File: config.mk
export PLATFORM = sky130hd
export DESIGN_NAME = uart_tx_arbiter_flat
export DESIGN_NICKNAME = d
export VERILOG_FILES = /design/src/rtl/uart_tx_arbiter_if.sv /design/src/rtl/uart_tx_arbiter.sv /design/src/flat_wrapper.sv
export SDC_FILE = /design/constraint.sdc
export NUM_CORES = 1
export LEC_CHECK = 0
export CAP_MARGIN = 20
export CORE_MARGIN = 5
export CORE_UTILIZATION = 40
export DETAILED_ROUTE_END_ITERATION = 16
export PLACE_DENSITY = 0.84
export SYNTH_ARGS = -nofsm -noshare
export SYNTH_HDL_FRONTEND = slang
export SYNTH_SLANG_ARGS = --single-unit
File: constraint.sdc
create_clock -name clock -period 4 [get_ports clock]
set_input_delay 0.4 -clock clock [delete_from_list [all_inputs] [get_ports clock]]
set_output_delay 0.4 -clock clock [all_outputs]
set_load 0.01 [all_outputs]
File: src/rtl/uart_tx_arbiter_if.sv
// Handshake bundle between byte producers, the round-robin UART TX arbiter and the transmitter.
// master: arbiter side; slave: requesters plus transmitter side.
interface uart_tx_arbiter_if #(
    parameter int unsigned NUM_REQ = 4,
    parameter int unsigned IDX_W   = 2
);
    logic [NUM_REQ-1:0]   req_valid;
    logic [8*NUM_REQ-1:0] req_data;
    logic [NUM_REQ-1:0]   req_ready;
    logic                 tx_send;
    logic [7:0]           tx_data;
    logic                 tx_active_flag;
    logic                 tx_done_flag;
    logic [IDX_W-1:0]     grant_id;
    logic                 busy;
    logic                 timeout_err;

    modport master (
        input  req_valid, req_data, tx_active_flag, tx_done_flag,
        output req_ready, tx_send, tx_data, grant_id, busy, timeout_err
    );

    modport slave (
        output req_valid, req_data, tx_active_flag, tx_done_flag,
        input  req_ready, tx_send, tx_data, grant_id, busy, timeout_err
    );
endinterface

File: src/rtl/uart_tx_arbiter.sv
// Round-robin arbiter sharing one UART transmitter among NUM_REQ byte producers.
// Optional transmitter watchdog enabled by defining TX_TIMEOUT_EN.
module uart_tx_arbiter #(
    parameter int unsigned NUM_REQ        = 4,
    parameter int unsigned IDX_W          = 2,
    parameter int unsigned TIMEOUT_CYCLES = 200000
) (
    input  logic              clock,
    input  logic              reset,
    uart_tx_arbiter_if.master bus
);
    typedef enum logic [1:0] {IDLE, SEND, WAIT_ACTIVE, WAIT_DONE} state_t;

    state_t           state_q, state_d;
    logic [IDX_W-1:0] rr_ptr_q;
    logic [IDX_W-1:0] win_idx;
    logic [IDX_W-1:0] cand_idx;
    logic [31:0]      cand;
    logic             win_found;
    logic             accept;
    logic [7:0]       win_data;
    logic             tx_send_q;
    logic [7:0]       tx_data_q;
    logic [IDX_W-1:0] grant_id_q;
    logic             busy_q;
    logic             in_wait;

    assign in_wait = (state_q == WAIT_ACTIVE) || (state_q == WAIT_DONE);

`ifdef TX_TIMEOUT_EN
    logic [31:0] wd_cnt_q;
    logic        timeout_err_q;
    logic        wd_expire;

    assign wd_expire = in_wait && ((wd_cnt_q + 32'd1) == 32'(TIMEOUT_CYCLES));

    // Watchdog counts cycles spent waiting on the transmitter for the current byte.
    always_ff @(posedge clock or posedge reset) begin
        if (reset) begin
            wd_cnt_q      <= '0;
            timeout_err_q <= 1'b0;
        end else begin
            if (accept) begin
                wd_cnt_q <= '0;
            end else if (in_wait) begin
                wd_cnt_q <= wd_cnt_q + 32'd1;
            end
            if (wd_expire) begin
                timeout_err_q <= 1'b1;
            end
        end
    end

    assign bus.timeout_err = timeout_err_q;
`else
    logic [31:0] unused_timeout;
    assign unused_timeout  = 32'(TIMEOUT_CYCLES);
    assign bus.timeout_err = 1'b0;
`endif

    // First valid requester after the previous winner, wrapping modulo NUM_REQ.
    always_comb begin
        win_found = 1'b0;
        win_idx   = '0;
        cand      = '0;
        cand_idx  = '0;
        for (int unsigned k = 1; k <= NUM_REQ; k++) begin
            cand     = (32'(rr_ptr_q) + k) % NUM_REQ;
            cand_idx = IDX_W'(cand);
            if (!win_found && bus.req_valid[cand_idx]) begin
                win_found = 1'b1;
                win_idx   = cand_idx;
            end
        end
    end

    assign win_data      = 8'(bus.req_data >> {win_idx, 3'b000});
    assign bus.req_ready = (state_q == IDLE && win_found) ? (NUM_REQ'(1) << win_idx) : '0;

    always_comb begin
        state_d = state_q;
        accept  = 1'b0;
        case (state_q)
            IDLE: begin
                if (win_found) begin
                    accept  = 1'b1;
                    state_d = SEND;
                end
            end
            SEND:        state_d = WAIT_ACTIVE;
            WAIT_ACTIVE: if (bus.tx_active_flag) state_d = WAIT_DONE;
            WAIT_DONE:   if (bus.tx_done_flag) state_d = IDLE;
            default:     state_d = IDLE;
        endcase
`ifdef TX_TIMEOUT_EN
        if (wd_expire) begin
            state_d = IDLE;
        end
`endif
    end

    // Outputs are registered from the next state so they line up with the state register.
    always_ff @(posedge clock or posedge reset) begin
        if (reset) begin
            state_q    <= IDLE;
            rr_ptr_q   <= IDX_W'(NUM_REQ - 1);
            tx_send_q  <= 1'b0;
            tx_data_q  <= '0;
            grant_id_q <= '0;
            busy_q     <= 1'b0;
        end else begin
            state_q   <= state_d;
            tx_send_q <= (state_d == SEND);
            busy_q    <= (state_d != IDLE);
            if (accept) begin
                tx_data_q  <= win_data;
                grant_id_q <= win_idx;
                rr_ptr_q   <= win_idx;
            end
        end
    end

    assign bus.tx_send  = tx_send_q;
    assign bus.tx_data  = tx_data_q;
    assign bus.grant_id = grant_id_q;
    assign bus.busy     = busy_q;
endmodule
File: src/flat_wrapper.sv
// flat-port wrapper written by rule: the top's interface ports become plain ports
module uart_tx_arbiter_flat 
#(
    parameter int unsigned NUM_REQ        = 4,
    parameter int unsigned IDX_W          = 2,
    parameter int unsigned TIMEOUT_CYCLES = 200000
)
  (clock, reset, bus_req_valid, bus_req_data, bus_tx_active_flag, bus_tx_done_flag, bus_req_ready, bus_tx_send, bus_tx_data, bus_grant_id, bus_busy, bus_timeout_err);
  uart_tx_arbiter_if #(.NUM_REQ(NUM_REQ), .IDX_W(IDX_W)) bus_i ();
  input  logic clock;
  input  logic reset;
  input wire logic [$bits(bus_i.req_valid)-1:0] bus_req_valid;
  input wire logic [$bits(bus_i.req_data)-1:0] bus_req_data;
  input wire logic [$bits(bus_i.tx_active_flag)-1:0] bus_tx_active_flag;
  input wire logic [$bits(bus_i.tx_done_flag)-1:0] bus_tx_done_flag;
  output wire logic [$bits(bus_i.req_ready)-1:0] bus_req_ready;
  output wire logic [$bits(bus_i.tx_send)-1:0] bus_tx_send;
  output wire logic [$bits(bus_i.tx_data)-1:0] bus_tx_data;
  output wire logic [$bits(bus_i.grant_id)-1:0] bus_grant_id;
  output wire logic [$bits(bus_i.busy)-1:0] bus_busy;
  output wire logic [$bits(bus_i.timeout_err)-1:0] bus_timeout_err;
  assign bus_i.req_valid = bus_req_valid;
  assign bus_i.req_data = bus_req_data;
  assign bus_i.tx_active_flag = bus_tx_active_flag;
  assign bus_i.tx_done_flag = bus_tx_done_flag;
  assign bus_req_ready = bus_i.req_ready;
  assign bus_tx_send = bus_i.tx_send;
  assign bus_tx_data = bus_i.tx_data;
  assign bus_grant_id = bus_i.grant_id;
  assign bus_busy = bus_i.busy;
  assign bus_timeout_err = bus_i.timeout_err;
  uart_tx_arbiter #(.NUM_REQ(NUM_REQ), .IDX_W(IDX_W), .TIMEOUT_CYCLES(TIMEOUT_CYCLES)) u_core (.clock(clock), .reset(reset), .bus(bus_i));
endmodule
# Yosys cells after proc, flatten, opt, wreduce, memory -nomap -nowiden
# Index checks and enable logic that the tools add are counted.
# Widths: inputs -> output; s select.
totals:
  register_bits: 16
  input_bits: 40
op_classes:
  shift: 2
  n_addsub: 4
  reduce_logical: 9
  muxes: 23
  eq_ne: 4
  n_lt_le_gt_ge: 4
ops:
  columns: ["op", "n"]
  rows:
  - ["$shr 32x5->8", 1]
  - ["$mux 2", 7]
  - ["$lt 2x3->1 const B", 4]
  - ["$mux 1", 10]
  - ["$bmux 1 s2", 4]
  - ["$pmux 2 s4", 1]
  - ["$add 2x1->2 const B", 2]
  - ["$add 2x2->2 const B", 2]
  - ["$eq 2x1->1 const B", 2]
  - ["$eq 2x2->1 const B", 2]
  - ["$logic_and 1x1->1", 4]
  - ["$mux 4", 1]
  - ["$shl 1x2->4 const A", 1]
  - ["$logic_not 1->1", 3]
  - ["$logic_not 2->1", 1]
  - ["$reduce_bool 2->1", 1]

# Depth between registers and ports, before layout
# Gate-level depths: netlist (run 1).
depth:
  ltp_word: 16
  ltp_mapped: 7
  depth_no_buf: 5

# Least setup slack after synthesis (run 1)
# Ideal clock, no wire load.
synth_timing:
  path_type: "register -> output"
  startpoint: "reg u_core.rr_ptr_q[0]"
  endpoint: "out bus_req_ready[2]"
  arrival_time_ns: 1.576
  n_path_buf: 2
  required_time_ns: 3.600
  slack_ns: 2.024
  path_stages_with_launch: 7
  cell_sequence: "dfstp_2 > nor2b_4 > o21a_1 > buf_6 > nor3_4 > buf_6 > nor2b_1"
synth_via:
  elab_chain_len: 15
  elab_cells_between_ends: 29
synth_lines:
  columns: ["item", "line", "source"]
  rows:
  - ["from (decl)", "uart_tx_arbiter.sv:15", "logic [IDX_W-1:0] rr_ptr_q;"]
  - ["from (signal assigned)", "uart_tx_arbiter.sv:106", "rr_ptr_q <= IDX_W'(NUM_REQ - 1);"]
  - ["from (signal assigned)", "uart_tx_arbiter.sv:118", "rr_ptr_q <= win_idx;"]
  - ["$add 2x1->2", "uart_tx_arbiter.sv:68", "cand = (32'(rr_ptr_q) + k) % NUM_REQ;"]
  - ["$bmux 1 s2", "uart_tx_arbiter.sv:70", "if (!win_found && bus.req_valid[cand_idx]) begin"]
  - ["$mux 1 (not written as such)", "uart_tx_arbiter.sv:70", null]
  - ["$mux 1", "uart_tx_arbiter.sv:70", null]
  - ["$logic_not 1->1", "uart_tx_arbiter.sv:70", null]
  - ["$logic_and 1x1->1", "uart_tx_arbiter.sv:70", null]
  - ["$mux 1", "uart_tx_arbiter.sv:70", null]
  - ["$logic_not 1->1", "uart_tx_arbiter.sv:70", null]
  - ["$logic_and 1x1->1", "uart_tx_arbiter.sv:70", null]
  - ["$mux 1", "uart_tx_arbiter.sv:70", null]
  - ["$logic_not 1->1", "uart_tx_arbiter.sv:70", null]
  - ["$logic_and 1x1->1", "uart_tx_arbiter.sv:70", null]
  - ["$mux 2 or $mux 1 (tied branches)", "uart_tx_arbiter.sv:70", null]
  - ["$shl 1x2->4 or $logic_and 1x1->1 (tied branches)", "uart_tx_arbiter.sv:78", "assign bus.req_ready = (state_q == IDLE && win_found) ? (NUM_REQ'(1) << win_idx) : '0;"]
  - ["$mux 4 (*)", "uart_tx_arbiter.sv:78", null]
  - ["to (decl)", "flat_wrapper.sv:16", "output wire logic [$bits(bus_i.req_ready)-1:0] bus_req_ready;"]
# Every way passes the cells marked *; elsewhere a longest branch is shown, timed or not. The select of a mux whose other input is x is not followed.

# Worst setup path after layout (run 1)
layout_timing:
  startpoint: "in bus_req_valid[3]"
  endpoint: "out bus_req_ready[1]"
layout_via:
  elab_chain_len: 14
  elab_cells_between_ends: 25
layout_lines:
  columns: ["item", "line", "source"]
  rows:
  - ["from (decl)", "flat_wrapper.sv:12", "input wire logic [$bits(bus_i.req_valid)-1:0] bus_req_valid;"]
  - ["$bmux 1 s2", "uart_tx_arbiter.sv:70", null]
  - ["$mux 1 (not written as such)", "uart_tx_arbiter.sv:70", null]
  - ["$mux 1", "uart_tx_arbiter.sv:70", null]
  - ["$logic_not 1->1", "uart_tx_arbiter.sv:70", null]
  - ["$logic_and 1x1->1", "uart_tx_arbiter.sv:70", null]
  - ["$mux 1", "uart_tx_arbiter.sv:70", null]
  - ["$logic_not 1->1", "uart_tx_arbiter.sv:70", null]
  - ["$logic_and 1x1->1", "uart_tx_arbiter.sv:70", null]
  - ["$mux 1", "uart_tx_arbiter.sv:70", null]
  - ["$logic_not 1->1", "uart_tx_arbiter.sv:70", null]
  - ["$logic_and 1x1->1", "uart_tx_arbiter.sv:70", null]
  - ["$mux 2 or $mux 1 (tied branches)", "uart_tx_arbiter.sv:70", null]
  - ["$shl 1x2->4 or $logic_and 1x1->1 (tied branches)", "uart_tx_arbiter.sv:78", null]
  - ["$mux 4 (*)", "uart_tx_arbiter.sv:78", null]
# Marks and branches as above.

==> impl_summary.txt, run 1 <==
----------------------------------------------------
[STA]
  Highest attainable clock frequency ... 0.3179 GHz
  Crit path setup slack, layout ... 854.0 ps
  Fin Setup TNS ... 0 ps
  Max-slew headroom ... 58.95%
  Share of the cycle needed by the critical path after routing ... 78.65%
  Number of setup violations in the final report ... 0
  Final min period ... 3146 ps
  Fin. max-slew vios ... 0
  Slew of the pin with the lowest slew margin ... 609.3 ps
  Final Hold Fails ... 0
  RSZ-0062 raised after global routing ... no
  Layout Skew ... 5.275 ps

[Detailed routing]
  Overall routed net length ... 2924 um
  Avg Vias per Cell ... 5.495
  Pre-antenna DRT Iters ... 4
  Remaining antenna violation count after routing ... 0
  Vias after detailed routing ... 1,077
  Routed len/inst ... 14.92 um
  Residual DRC ... 0
  Initial DRC count ... 21

[Synthesis]
  Synthesis-stage register bit count ... 16
  Share of the synthesized netlist area taken by xor and xnor gates ... 0%
  Yosys top cell area share ... 33.02%
  Mean Syn Cell Area ... 9.473 um^2
  Main combinational cell family by area after synthesis ... compound AO/OA/AOI/OAI gates
  Ys Warns ... 0
  Synthesized instance count ... 112
  Compound-cell area share of the yosys netlist ... 24.53%
  Register area share after synthesis ... 37.97%
  Share of synthesized area spent on multiplexers ... 8.491%
  Post-Synth Adder-Cell Area ... 0%
  Cell type with the highest aggregate area in the netlist ... sky130_fd_sc_hd__dfrtp_1
  Total standard cell area after synthesis ... 1061 um^2
  Synthesized net count ... 152
  Netlist cell types ... 31
  Most area-consuming cells after synthesis ... sky130_fd_sc_hd__dfrtp_1 (33%), sky130_fd_sc_hd__mux2i_1 (8.5%), sky130_fd_sc_hd__and4_1 (6.6%)
  Simple-Gate Fraction of Synth Area ... 23.47%

[Worst setup path]
  Critical register-to-register path endpoint ... u_core.bus.tx_data[1]$_DFFE_PP0P_
  Ordered list of cells on the worst path ... clkdlybuf4s50_1, nor4_1, nand2b_1, a21oi_1, nor2b_1, clkdlybuf4s50_1
  Setup Crit Path Kind ... in2out
  Type of element capturing the critical path ... output pin
  Slack of the worst reg-to-reg path ... 1810 ps
  Worst reg2reg startpoint ... u_core.rr_ptr_q[0]$_DFFE_PP1P_
  Register-to-Register Path Depth ... 6
  Slowest stage cell, crit path ... sky130_fd_sc_hd__a21oi_1
  Required arrival time at the worst endpoint ... 3600 ps
  Data arrival, critical path ... 2750 ps
  Kind of launch point of the worst setup path ... input port
  Largest incremental delay on the critical path ... 580 ps
  Crit Path Max Fanout ... 14
  Top cell by count, worst path ... sky130_fd_sc_hd__clkdlybuf4s50_1

[Layout]
  Post-synthesis to final-layout area growth ... 54.48%
  Antenna diode count ... 0
  Net total in the final layout ... 207
  Proportion of layout cells with a drive suffix above 1 ... 7.831%

[Floorplanning]
  FP Rows ... 18
  Vertical extent of the die ... 61.50 um
  Effective utilization at floorplan ... 42.44%
  Top-level port count ... 57
  Core region area ... 2500 um^2
  Die X ... 61.50 um
  Die area ... 3782 um^2

[Clock network]
  Post-cts resize count ... 0
  Clock latency of the later-clocked register in the worst-skew pair ... 280 ps
  CTS tree ... built
  Clock-pin slew on the worst setup and hold paths ... 90 ps
  Post-CTS repair timing setup buffer count ... 0
  Clock buffer count from CTS ... 3
  Number of clock sinks ... 16
  Number of H-tree levels ... 1
  Cts-stage hold buffer count ... 0
  Clock Path Buffers ... 2
  Clock root buffer master ... sky130_fd_sc_hd__clkbuf_4

[Power]
  Pleak ... 0.6845 nW
  Cell area power density ... 545.8 nW/um^2
  IR drop worst, VDD ... 0.4015 mV

[Placement]
  Number of port buffers ... 55
  Half-perimeter wire length of the detailed placement result ... 2410 um
  GP Congestion ... 0.8583
  Pre-CTS WS ... 864.8 ps

[Run status]
  Result of the run ... complete, no violations

[Flow run]
  Max-cap viol count ... 0

[Global route]
  Overall overflow remaining after global route ... 0
  Pin count of the biggest net entering global routing ... 17
  Via count of the first global-routing pass ... 1,108
  Number of antenna violations at the first check in global routing ... 0
  Global-route total usage across every layer ... 16.72%
  Wire length of the first global-routing pass ... 4726 um

[Worst hold path]
  Tightest Hold Check Type ... in2async

----------------------------------------------------
[Yosys cell counts (all sizes together)]
cell,count
and2,1
and3,1
o31a,8
a21o,1
nand2b,3
o21ai,11
dfstp,2
conb,1
dfrtp,14
mux2i,9
nor2,7
nor4,1
buf,5
nand3,1
nor3,1
a21oi,4
o21a,2
nand2,14
o22a,1
o211ai,8
clkbuf,1
inv,3
and4,8
nor2b,4
or3b,1
[where the power goes]
part / switching, W / internal (W) / leakage (nW)
clock: 0.0000477 / 0.0000387 / 0.0150
sequential: 0.0000527 / 0.000245 / 0.191
combinational: 0.000241 / 0.000269 / 0.479
total: 0.000341 / 0.000553 / 0.685
[critical path: cells and delay by family]
family                 cells  cell delay [ps]
AO/OA/AOI/OAI              1              580
AND/OR/NAND/NOR            3              650
buffers and inverters      2             1110
[flip-flops by register name (all words and copies together) (netlist names)]
name and count:
u_core.bus.grant_id 2, u_core.bus.busy 1, u_core.bus.tx_data 8, u_core.rr_ptr_q 2, u_core.state_q 2, u_core.bus.tx_send 1
[cells by family (layout without fill, tap and decap cells)]
group	after synthesis	in the layout
buf+inv	9	63
compound gates	35	35
other cells	1	1
flops	16	16
mux	9	9
simple gates	42	42
[per-stage QoR]
stage          hold slack, ps  std cells  area [um^2]  total power, W  util (%)
4_1_cts                 470.9        196         1639       0.0009046     65.57
3_5_place_dp            471.4        192         1613       0.0008168     64.51
2_1_floorplan           312.3        112         1061       0.0006020         -
5_1_grt                 535.1        196         1639       0.0009585     65.57
6_report                470.8        196         1639       0.0008946     65.57
3_3_place_gp            467.8        192         1613       0.0007973     64.51
[how the worst max path moves through the flow]
stage | cells after the start | slack (ps) | end | start
floorplan | 6 | 2020 | bus_req_ready[2] | u_core.rr_ptr_q[0]$_DFFE_PP1P_
global placement | 6 | 950 | bus_req_ready[1] | bus_req_valid[3]
detailed placement | 6 | 860 | bus_req_ready[1] | bus_req_valid[3]
CTS | 6 | 860 | bus_req_ready[1] | bus_req_valid[3]
global route | 6 | 660 | bus_req_ready[1] | bus_req_valid[3]
finish | 6 | 850 | bus_req_ready[1] | bus_req_valid[3]
[cell type report]
class | instances | area (um^2)
repair buffers | 56 | 558.0
multi-input cells | 87 | 603.1
well taps | 30 | 37.54
fillers | 205 | 860.8
inverters | 3 | 11.26
flip-flops and latches | 16 | 402.9
clock buffers | 4 | 26.28
[routing by layer]
layer,GRT usage (%),part of all wire [%]
met5,0,0
met4,8.485,1.5
met1,18.71,40
met3,2.306,9.4
met2,30.49,49
[layout by cell type (no fill, tap or decap), drive strengths merged]
cell type      count
clkdlybuf4s50     55
nand2             14
dfrtp             14
o21ai             11
mux2i              9
and4               8
o31a               8
o211ai             8
nor2               7
nor2b              4
a21oi              4
clkbuf             4
nand2b             3
inv                3
o21a               2
dfstp              2
or3b               1
o22a               1
nand3              1
nor4               1
nor3               1
a21o               1
and2               1
and3               1
conb               1
buf                1
Power figures use the tool's default switching activity.
==> run 2, diff against run 1 <==
--- a/config.mk
+++ b/config.mk
@@ -7,9 +7,9 @@
 export LEC_CHECK = 0
 export CAP_MARGIN = 20
 export CORE_MARGIN = 5
-export CORE_UTILIZATION = 40
+export CORE_UTILIZATION = 39
 export DETAILED_ROUTE_END_ITERATION = 16
-export PLACE_DENSITY = 0.84
+export PLACE_DENSITY = 0.82
 export SYNTH_ARGS = -nofsm -noshare
 export SYNTH_HDL_FRONTEND = slang
 export SYNTH_SLANG_ARGS = --single-unit
==> constraint.sdc (replaced) <==
create_clock -name clock -period 2.9 [get_ports clock]
set_input_delay 0.29 -clock clock [delete_from_list [all_inputs] [get_ports clock]]
set_output_delay 0.29 -clock clock [all_outputs]
set_load 0.01 [all_outputs]
==> run 2 against run 1 <==
Critical endpoint unchanged. First-iteration DRC count up 52%. Clock skew about the same. Global-route usage up 1.5 points. Worst hold slack got worse by 100 ps. Sequential cell count unchanged. Register-to-register slack worse by 770 ps.
==> impl_summary.txt, run 2 (synthesis results as in run 1) <==
----------------------------------------------------
[Layout]
  Post-synthesis to final-layout area growth ... 58.49%
  Proportion of layout cells with a drive suffix above 1 ... 11.11% (+3.3 points)
  Antenna diode count ... 0 (unchanged)
  Most frequent cells in the layout ... sky130_fd_sc_hd__clkdlybuf4s50_1 (55), sky130_fd_sc_hd__nand2_1 (14), sky130_fd_sc_hd__dfrtp_1 (14), sky130_fd_sc_hd__mux2i_1 (9)
  Fill count ... 228 (+11%)
  Net total in the final layout ... 213 (+2.9%)
  End-of-flow core utilization ... 62.60% (-3.0 points)
  Flip-flop count of the largest register after layout ... 8 (unchanged)
  Leading cell type in the layout, fill and taps excluded ... sky130_fd_sc_hd__clkdlybuf4s50_1
  Design area ... 1682 um^2 (+2.6%)
  Final cell count without fillers ... 202 (+3.1%)

[Placement]
  Number of port buffers ... 55 (unchanged)
  Placement-stage cell area ... 1659 um^2 (+2.9%)
  GP Congestion ... 0.8206 (-4.4%)
  Half-perimeter wire length of the detailed placement result ... 2828 um (+17%)
  Pre-CTS WS ... 290.1 ps (-574.7 ps)
  Total instance count after detailed placement ... 199 (+3.6%)

[STA]
  Fin Setup TNS ... 0 ps (unchanged)
  RSZ-0062 raised after global routing ... no
  Max-slew headroom ... 54.80% (-4.1 points)
  Slew of the pin with the lowest slew margin ... 670.9 ps (+61.54 ps)
  Share of the cycle needed by the critical path after routing ... 90.75%
  Number of setup violations in the final report ... 0 (unchanged)
  Fin. max-slew vios ... 0 (unchanged)
  Final Hold Fails ... 0 (unchanged)
  Layout Skew ... 5.381 ps (+0.1062 ps)
  Final min period ... 2632 ps
  Crit path setup slack, layout ... 268.2 ps (-585.9 ps)
  Highest attainable clock frequency ... 0.3800 GHz

[Global route]
  Global-route total usage across every layer ... 18.22% (+1.5 points)
  Via count of the first global-routing pass ... 1,177 (+6.2%)
  Number of antenna violations at the first check in global routing ... 0 (unchanged)
  Pin count of the biggest net entering global routing ... 17 (unchanged)
  Overall overflow remaining after global route ... 0 (unchanged)
  Wire length of the first global-routing pass ... 5692 um (+20%)

[Worst setup path]
  Type of element capturing the critical path ... output pin
  Setup Crit Path Kind ... in2out
  Data arrival, critical path ... 2340 ps (-410 ps)
  Crit Path Max Fanout ... 10 (-4)
  Required arrival time at the worst endpoint ... 2610 ps (-990 ps)
  Kind of launch point of the worst setup path ... input port

[Floorplanning]
  Core region area ... 2686 um^2 (+7.5%)
  Effective utilization at floorplan ... 39.50% (-2.9 points)
  FP Rows ... 19 (+1)
  Die X ... 62.16 um (+1.1%)
  Die area ... 3864 um^2 (+2.2%)
  Vertical extent of the die ... 62.16 um (+1.1%)
  Top-level port count ... 57 (unchanged)

[Clock network]
  Post-cts resize count ... 0 (unchanged)
  Clock root buffer master ... sky130_fd_sc_hd__clkbuf_4
  CTS tree ... built
  Clock-pin slew on the worst setup and hold paths ... 90 ps (about the same)
  Clock latency of the later-clocked register in the worst-skew pair ... 270 ps (about the same)
  Number of clock sinks ... 16 (unchanged)
  Number of H-tree levels ... 1 (unchanged)
  Clock Path Buffers ... 2 (unchanged)
  Clock buffer count from CTS ... 3 (unchanged)
  Cts-stage hold buffer count ... 0 (unchanged)
  Post-CTS repair timing setup buffer count ... 0 (unchanged)

[Detailed routing]
  Overall routed net length ... 3392 um (+16%)
  Routed len/inst ... 16.79 um (+13%)
  Vias after detailed routing ... 1,104 (+2.5%)
  Remaining antenna violation count after routing ... 0 (unchanged)
  Pre-antenna DRT Iters ... 4 (unchanged)
  Residual DRC ... 0 (unchanged)
  Initial DRC count ... 32 (+52%)
  Avg Vias per Cell ... 5.465 (-0.54%)

[Flow run]
  Max-cap viol count ... 0 (unchanged)

[Power]
  Pleak ... 0.7125 nW (+4.1%)
  Cell area power density ... 767.5 nW/um^2 (+41%)
  IR drop worst, VDD ... 0.4214 mV (+4.9%)

[Run status]
  Result of the run ... complete, no violations

[Worst hold path]
  Tightest Hold Check Type ... in2async

----------------------------------------------------
==> run 2: power by group <==
part	switching, W	internal [W]	leakage, nW	total [W]
combinational	0.000357	0.000405	0.508	0.000762
clock	0.0000608	0.0000481	0.0138	0.000109
sequential	0.0000811	0.000339	0.191	0.000420
==> run 2: metal layers <==
layer / track usage, % / share of wire (%) / up-vias / routed length (um)
met1: 24.30 / 46 / 518 / 1547
met3: 3.784 / 6.4 / 0 / 216
met4: 7.859 / 0 / 0 / 0
met5: 0 / 0 / - / 0
li1: - / - / 534 / -
met2: 28.24 / 48 / 52 / 1628
==> run 2: metrics by stage <==
stage	total power [W]	hold WS, ps
2_1_floorplan	0.0008304	202.3
3_3_place_gp	0.001149	459.3
3_5_place_dp	0.001188	467.3
4_1_cts	0.001302	393.7
5_1_grt	0.001394	440.6
6_report	0.001291	370.6
==> run 2: layout make-up <==
cell class | count | area (um^2) | share of cell area [%]
inverter | 3 | 11.26 | 0.6696
timing repair buffer | 62 | 603.1 | 35.86
tap | 31 | 38.79 | 2.307
sequential | 16 | 402.9 | 23.96
multi-input combinational | 87 | 603.1 | 35.86
clock buffer | 3 | 22.52 | 1.339
==> run 2: worst paths after layout <==
| check | from | endpoint | slack, ps | cells after the start |
|---|---|---|---|---|
| setup / recovery | bus_req_valid[3] | bus_req_ready[1] | 270 | 7 |
| hold / removal | reset | u_core.bus.grant_id[1]$_DFFE_PP0P_ | 370 | 2 |
| setup reg to reg | u_core.rr_ptr_q[0]$_DFFE_PP1P_ | u_core.bus.tx_data[1]$_DFFE_PP0P_ | 1040 | 6 |
| hold reg to reg | u_core.bus.grant_id[1]$_DFFE_PP0P_ | u_core.bus.grant_id[1]$_DFFE_PP0P_ | 490 | 2 |
| max in group asynchronous | reset | u_core.bus.tx_data[1]$_DFFE_PP0P_ | 2140 | 2 |
| min in group clock | u_core.bus.grant_id[1]$_DFFE_PP0P_ | u_core.bus.grant_id[1]$_DFFE_PP0P_ | 490 | 2 |
==> run 2: critical path, stage by stage <==
cell and delay [ps]:
sky130_fd_sc_hd__clkdlybuf4s50_1 500, sky130_fd_sc_hd__nor2b_4 180, sky130_fd_sc_hd__or3b_1 370, sky130_fd_sc_hd__a21oi_1 150
sky130_fd_sc_hd__buf_4 170, sky130_fd_sc_hd__nor2b_1 140, sky130_fd_sc_hd__clkdlybuf4s50_1 540
==> run 3, diff against run 2 <==
--- a/config.mk
+++ b/config.mk
@@ -8,6 +8,7 @@
 export CAP_MARGIN = 20
 export CORE_MARGIN = 5
 export CORE_UTILIZATION = 39
+export CTS_BUF_LIST = sky130_fd_sc_hd__clkbuf_4 sky130_fd_sc_hd__clkbuf_8 sky130_fd_sc_hd__clkbuf_16
 export DETAILED_ROUTE_END_ITERATION = 16
 export PLACE_DENSITY = 0.82
 export SYNTH_ARGS = -nofsm -noshare
==> results of run 3 <==
Same layout as run 2: the final DEF is identical, and so are final timing and power.
